<file path="src/rtl/wb_load_unit.sv">
// Write-back stage: merges ALU results with in-order load responses, extends load data,
// and publishes a pending-destination mask. Optional macro WB_LD_BYPASS_EN writes a
// response that hits the head entry straight through when the ALU is idle.
module wb_load_unit #(
    parameter int LQ_DEPTH = 2
) (
    input  logic        clk,
    input  logic        rst,
    input  logic        alu_valid,
    input  logic [4:0]  alu_rd,
    input  logic [31:0] alu_data,
    input  logic        ld_issue,
    input  logic [4:0]  ld_issue_rd,
    input  logic [2:0]  ld_issue_funct3,
    input  logic [1:0]  ld_issue_addr_lo,
    output logic        ld_issue_ready,
    input  logic        mem_rvalid,
    input  logic [31:0] mem_rdata,
    output logic        rf_we,
    output logic [4:0]  rf_a3,
    output logic [31:0] rf_wd,
    output logic [31:0] busy_mask,
    output logic        err_unexp
);
    localparam int PW = (LQ_DEPTH > 1) ? $clog2(LQ_DEPTH) : 1;
    localparam int CW = PW + 1;
    localparam logic [CW-1:0] DEPTH_C = CW'(LQ_DEPTH);

    logic [4:0]    rd_q   [LQ_DEPTH];
    logic [2:0]    f3_q   [LQ_DEPTH];
    logic [1:0]    lo_q   [LQ_DEPTH];
    logic [31:0]   data_q [LQ_DEPTH];
    logic          dv_q   [LQ_DEPTH];
    logic [PW-1:0] head_q, tail_q;
    logic [CW-1:0] count_q, count_d;
    logic          rf_we_q, rf_we_d;
    logic [4:0]    rf_a3_q, rf_a3_d;
    logic [31:0]   rf_wd_q, rf_wd_d;
    logic          err_q;

    logic          push, pop, head_dv, bypass, store, resp_err;
    logic          tgt_found, wr_en;
    logic [PW-1:0] tgt_idx, scan_idx, busy_idx;
    logic [4:0]    wr_rd;
    logic [31:0]   wr_data;
    logic [31:0]   busy_c;

    function automatic logic [31:0] ext_load(input logic [31:0] w, input logic [2:0] f3,
                                             input logic [1:0] lo);
        logic [31:0] bsh, hsh;
        bsh = w >> {lo, 3'b000};
        hsh = w >> {lo[1], 4'b0000};
        case (f3)
            3'b000:  ext_load = {{24{bsh[7]}}, bsh[7:0]};
            3'b001:  ext_load = {{16{hsh[15]}}, hsh[15:0]};
            3'b100:  ext_load = {24'h0, bsh[7:0]};
            3'b101:  ext_load = {16'h0, hsh[15:0]};
            default: ext_load = w;
        endcase
    endfunction

    assign ld_issue_ready = (count_q < DEPTH_C);
    assign push           = ld_issue && ld_issue_ready;
    assign head_dv        = (count_q != '0) && dv_q[head_q];

    always_comb begin
        tgt_found = 1'b0;
        tgt_idx   = head_q;
        scan_idx  = head_q;
        // Responses fill in order, so the target is the first tracked entry still lacking data.
        for (int i = 0; i < LQ_DEPTH; i++) begin
            scan_idx = head_q + PW'(i);
            if (!tgt_found && (CW'(i) < count_q) && !dv_q[scan_idx]) begin
                tgt_found = 1'b1;
                tgt_idx   = scan_idx;
            end
        end
`ifdef WB_LD_BYPASS_EN
        bypass = mem_rvalid && !alu_valid && tgt_found && (tgt_idx == head_q);
`else
        bypass = 1'b0;
`endif
        pop     = 1'b0;
        wr_en   = 1'b0;
        wr_rd   = 5'd0;
        wr_data = 32'd0;
        if (alu_valid) begin
            wr_en   = 1'b1;
            wr_rd   = alu_rd;
            wr_data = alu_data;
        end else if (head_dv) begin
            pop     = 1'b1;
            wr_en   = 1'b1;
            wr_rd   = rd_q[head_q];
            wr_data = ext_load(data_q[head_q], f3_q[head_q], lo_q[head_q]);
        end else if (bypass) begin
            pop     = 1'b1;
            wr_en   = 1'b1;
            wr_rd   = rd_q[head_q];
            wr_data = ext_load(mem_rdata, f3_q[head_q], lo_q[head_q]);
        end
        rf_we_d = wr_en && (wr_rd != 5'd0);
        rf_a3_d = rf_we_d ? wr_rd   : rf_a3_q;
        rf_wd_d = rf_we_d ? wr_data : rf_wd_q;

        store    = mem_rvalid && tgt_found && !bypass;
        resp_err = mem_rvalid && !tgt_found;

        count_d = count_q;
        if (push && !pop)      count_d = count_q + 1'b1;
        else if (!push && pop) count_d = count_q - 1'b1;
    end

    always_comb begin
        busy_c   = 32'd0;
        busy_idx = head_q;
        for (int i = 0; i < LQ_DEPTH; i++) begin
            busy_idx = head_q + PW'(i);
            if ((CW'(i) < count_q) && (rd_q[busy_idx] != 5'd0)) busy_c[rd_q[busy_idx]] = 1'b1;
        end
    end

    always_ff @(posedge clk) begin
        if (rst) begin
            head_q  <= '0;
            tail_q  <= '0;
            count_q <= '0;
            rf_we_q <= 1'b0;
            rf_a3_q <= 5'd0;
            rf_wd_q <= 32'd0;
            err_q   <= 1'b0;
            for (int i = 0; i < LQ_DEPTH; i++) begin
                rd_q[i]   <= 5'd0;
                f3_q[i]   <= 3'd0;
                lo_q[i]   <= 2'd0;
                data_q[i] <= 32'd0;
                dv_q[i]   <= 1'b0;
            end
        end else begin
            // Push slot, response target and popped head are always distinct entries.
            if (push) begin
                rd_q[tail_q] <= ld_issue_rd;
                f3_q[tail_q] <= ld_issue_funct3;
                lo_q[tail_q] <= ld_issue_addr_lo;
                dv_q[tail_q] <= 1'b0;
                tail_q       <= tail_q + 1'b1;
            end
            if (store) begin
                data_q[tgt_idx] <= mem_rdata;
                dv_q[tgt_idx]   <= 1'b1;
            end
            if (pop) head_q <= head_q + 1'b1;
            count_q <= count_d;
            rf_we_q <= rf_we_d;
            rf_a3_q <= rf_a3_d;
            rf_wd_q <= rf_wd_d;
            err_q   <= err_q | resp_err;
        end
    end

    assign rf_we     = rf_we_q;
    assign rf_a3     = rf_a3_q;
    assign rf_wd     = rf_wd_q;
    assign busy_mask = busy_c;
    assign err_unexp = err_q;
endmodule

</file>
<file path="config.mk">
export PLATFORM = sky130hd
export DESIGN_NAME = wb_load_unit
export DESIGN_NICKNAME = d
export VERILOG_FILES = /design/src/rtl/wb_load_unit.sv
export SDC_FILE = /design/constraint.sdc
export NUM_CORES = 1
export LEC_CHECK = 0
export ABC_AREA = 1
export CORE_UTILIZATION = 55
export CTS_CLUSTER_DIAMETER = 30
export DETAILED_ROUTE_END_ITERATION = 8
export HOLD_SLACK_MARGIN = 0.03
export PLACE_DENSITY = 0.86
export SYNTH_ARGS = -nofsm -noshare
export SYNTH_HDL_FRONTEND = slang
export SYNTH_SLANG_ARGS = --single-unit
</file>
<file path="constraint.sdc">
create_clock -name clk -period 6.4 [get_ports clk]
set_input_delay 0.96 -clock clk [delete_from_list [all_inputs] [get_ports clk]]
set_output_delay 0.96 -clock clk [all_outputs]
set_load 0.05 [all_outputs]
</file>
==> out/summary.md <==
The path class of the tightest hold or removal check is reg -> reg. Counting instances, the worst hold path has a depth of 2. The overall via count from detail_route was 7105; the proportion of synthesized chip area in sequential cells was 0.480.

The highest metal layer carrying signal wires in the routed design is met4. For the initial antenna violation count, the log shows 0. The tools report the final RePlAce weighted congestion as 0.910. TritonCTS created 17 clock buffers. The power density normalized to cell area was 307 nW/um2. The area of the core was 12700 um2; the multiplexer area fraction after synthesis was 0. The tools report the final-layout setup total negative slack as 0 ps. The number of port buffers works out to 154. Met2 routed wirelength: 9560 um. The number of slew-limit violations in the final report came out at 0. The analysis attributes to cell leakage a power of 4.12 nW. TritonCTS built the clock tree. Measured in cells, the most critical reg-to-reg path has a length of 11.

After detailed routing, the number of vias per cell comes to 5.47. After synthesis, the netlist uses 38 different library cells. The maximum fanout along the worst path was 10. For the pin with the worst max-slew slack, the measured transition is 1240 ps. Setup violations remaining at the end of the flow were counted as 0. The floorplan step set the die height to 116 um.

The leading register cell type out of synthesis is sky130_fd_sc_hd__edfxtp_1. The HPWL after detailed placement is 13800 um. Endpoint required time on the critical path: 5440 ps. Startpoint-to-endpoint class of the critical path: reg -> out. The count of nets left with antenna violations once routing finished came out at 0. The number of remaining DRC errors was 0; the TritonCTS sink count was 130. The sort of element at the end of the critical path is a primary output.

The layout cell share with drive strength beyond 1 came out at 0.0648. The largest net degree at the start of global routing is 58, and the buffers inserted during post-CTS setup optimization is 0. The peak supply drop was 0.189 mV. For flop-to-flop paths, the worst setup slack is 2960 ps.

The final layout contains 1200 nets. The routed wire length is 20700 um, and the number of hold violations in the final report is 0. The placement row count is 41. The synthesized netlist occupies a cell area of 7170 um2.

The simple-gate share of the synthesized area is 0.303, and the clock edge transition at the registers on the reported setup and hold paths is 60 ps. From left edge to right edge, the die measures 116 um. The first-pass detailed-route iteration total is 7. The largest family of logic cells by synthesized area is simple AND/OR/NAND/NOR gates. After clock tree synthesis, the flow added hold-fix buffers numbering 0.

Counting every net in the synthesized netlist gives 1067. After detailed routing, the met3 layer carries 2130 um of wire. The gate count after technology mapping is 980, and the first-iteration detailed-routing DRC count is 1037.

The fraction of the mapped netlist area in adder cells is 0.00523. The run gives 6633 as the number of global-route vias before repair. The headroom to the max-slew limit was 0.170. The mean instance size in the synthesized netlist came out at 7.32 um2. The tools report the effective utilization at floorplan as 0.566. The global-route wire length before repair was 32200 um.

Setup repair after global routing left no endpoint under its margin. The kind of start point of the critical path is a flop. Across the run, the number of max-cap violations was 0. Pin placement for this block handled 156 I/O pins.

The detailed router put a total of 8480 um of wire on met1. Async set-reset flop share out of synthesis: 0. The synthesized-area fraction occupied by ao, oa, aoi and oai cells is 0.112, and the post-route clock skew is 10.2 ps.

The number of H-tree branching levels came out at 4. The area overhead of the layout relative to synthesis was 29.9%; the end-of-flow core utilization was 0.736. The clock reaches the later pin of the worst-skew pair after 420 ps. After global routing the overflow that remains totals 0. Yosys mapped a number of flops with a built-in enable equal to 84. Data arrives at the worst endpoint at 3220 ps.

The repair_antennas step left the layout with diodes totalling 0. After synthesis the netlist holds a flip-flop and latch count of 130. The tools report the total die area as 13500 um2.

The run finished with clean final reports. Gates resized during post-CTS repair numbered 0. Global-route usage over all layers: 0.316.

The per-cell routed wire length was 15.9 um; the part of the cycle the worst path needs was 0.652. The yosys synthesis warning count was 0; the post-synthesis share of cell area spent on xor and xnor gates was 0.00122. For this run, the top clock speed supported by timing is 240 MHz. The smallest clock period supported by the final layout is computed as 4180 ps. The clock tree root buffer cell was sky130_fd_sc_hd__clkbuf_16. Counting along the longest clock path gives a buffer depth of 2.
## path summary, 6_finish.rpt
path / start / end
max: head_q / busy_mask[9]
min: rf_wd[0] / rf_wd[0]
max reg2reg: flop / rf_wd[8]
min reg2reg: rf_wd[0] / rf_wd[0]
## Yosys cell counts, drive strengths merged (3+ instances only)
library cell | n | area [um2]
nand2 | 287 | 1100
nor2 | 186 | 711
inv | 113 | 429
o21ai | 101 | 528
edfxtp | 84 | 2520
dfxtp | 46 | 921
nand3 | 41 | 228
a21oi | 31 | 155
buf | 30 | 208
clkbuf | 16 | 60.1
or2 | 11 | 68.8
a31oi | 10 | 62.6
nand4 | 7 | 43.8
o31ai | 4 | 30.0
ha | 3 | 37.5
## routing by layer
metal  global-route usage  vias to the layer above
li1                     -                     3397
met1                0.407                     3200
met2                0.504                      456
met3               0.0737                       52
met4                0.153                        0
met5                    0                        -
## through the flow
stage	setup slack [ps]	instance area (um2)	power, mW	hold slack [ps]	std cells
floorplan	2860	7170	1.61	461	980
global placement	2520	8710	1.83	478	1266
detailed placement	2480	8710	1.85	488	1266
CTS	2230	9320	2.85	517	1298
global route	1990	9320	2.98	534	1298
finish	2220	9320	2.87	518	1298
## logic make-up (layout without fill, tap and decap cells)
kind of cell	after synthesis	in the layout
buffers and inverters	160	306
DFF	130	130
and+or+nand+nor	535	535
adders and majority gates	3	3
xor gates and xnor gates	1	1
other	1	1
AOI/OAI and AO/OA	150	150
## layout make-up
class                   instances  area, um2
multi-input cells             690       3030
well taps                     172        215
clock buffers                  20        457
flip-flops and latches        130       3440
fillers                       969       3350
clock inverters                12        156
repair buffers                160       1590
inverters                     114        433
## critical path, stage by stage (launching register included)
cell                              delay (ps)
sky130_fd_sc_hd__dfxtp_1                 510
sky130_fd_sc_hd__inv_2                   150
sky130_fd_sc_hd__o21ai_0                 450
sky130_fd_sc_hd__nand3_1                 400
sky130_fd_sc_hd__o31ai_1                 420
sky130_fd_sc_hd__clkdlybuf4s50_1         870
## sequential cells by signal, indices dropped and copies added, names as in the netlist, 2 cells and up, named ones only
signal / count
rf_a3: 5
dv_q: 2
rd_q: 10
count_q: 2
rf_wd: 32
data_q: 64
f3_q: 6
lo_q: 4
## cells in the final DEF, fill, tap and decap left out, types with 2 or more instances in the layout
cell type,Yosys,layout
sky130_fd_sc_hd__ha_1,3,3
sky130_fd_sc_hd__o21a_1,2,2
sky130_fd_sc_hd__nand3_2,2,2
sky130_fd_sc_hd__nor2_1,183,183
sky130_fd_sc_hd__nand2_4,2,2
sky130_fd_sc_hd__clkbuf_8,0,2
sky130_fd_sc_hd__dfxtp_1,46,45
sky130_fd_sc_hd__nand4_1,7,7
sky130_fd_sc_hd__o21ai_1,19,19
sky130_fd_sc_hd__o21ai_0,76,76
sky130_fd_sc_hd__clkinv_2,0,3
sky130_fd_sc_hd__clkdlybuf4s50_1,0,154
sky130_fd_sc_hd__nand3_1,38,38
sky130_fd_sc_hd__nor2_2,2,2
sky130_fd_sc_hd__a21oi_1,31,31
sky130_fd_sc_hd__inv_2,4,4
sky130_fd_sc_hd__or2_2,10,10
sky130_fd_sc_hd__buf_4,4,6
sky130_fd_sc_hd__inv_4,2,2
sky130_fd_sc_hd__bufinv_16,0,3
sky130_fd_sc_hd__o31ai_1,4,4
sky130_fd_sc_hd__o21ai_2,6,6
sky130_fd_sc_hd__nand2_2,4,4
sky130_fd_sc_hd__clkbuf_16,0,17
sky130_fd_sc_hd__edfxtp_1,84,84
sky130_fd_sc_hd__nand2_1,281,281
sky130_fd_sc_hd__clkinv_4,0,4
sky130_fd_sc_hd__inv_1,107,107
sky130_fd_sc_hd__a31oi_1,10,10
## where the power goes
part / total, mW / switching (mW) / internal, mW / leakage, nW
sequential: 1.04 / 0.0421 / 0.998 / 1.25
clock: 1.01 / 0.371 / 0.634 / 0.300
combinational: 0.820 / 0.570 / 0.250 / 2.57
(Power assumes the default switching activity.)
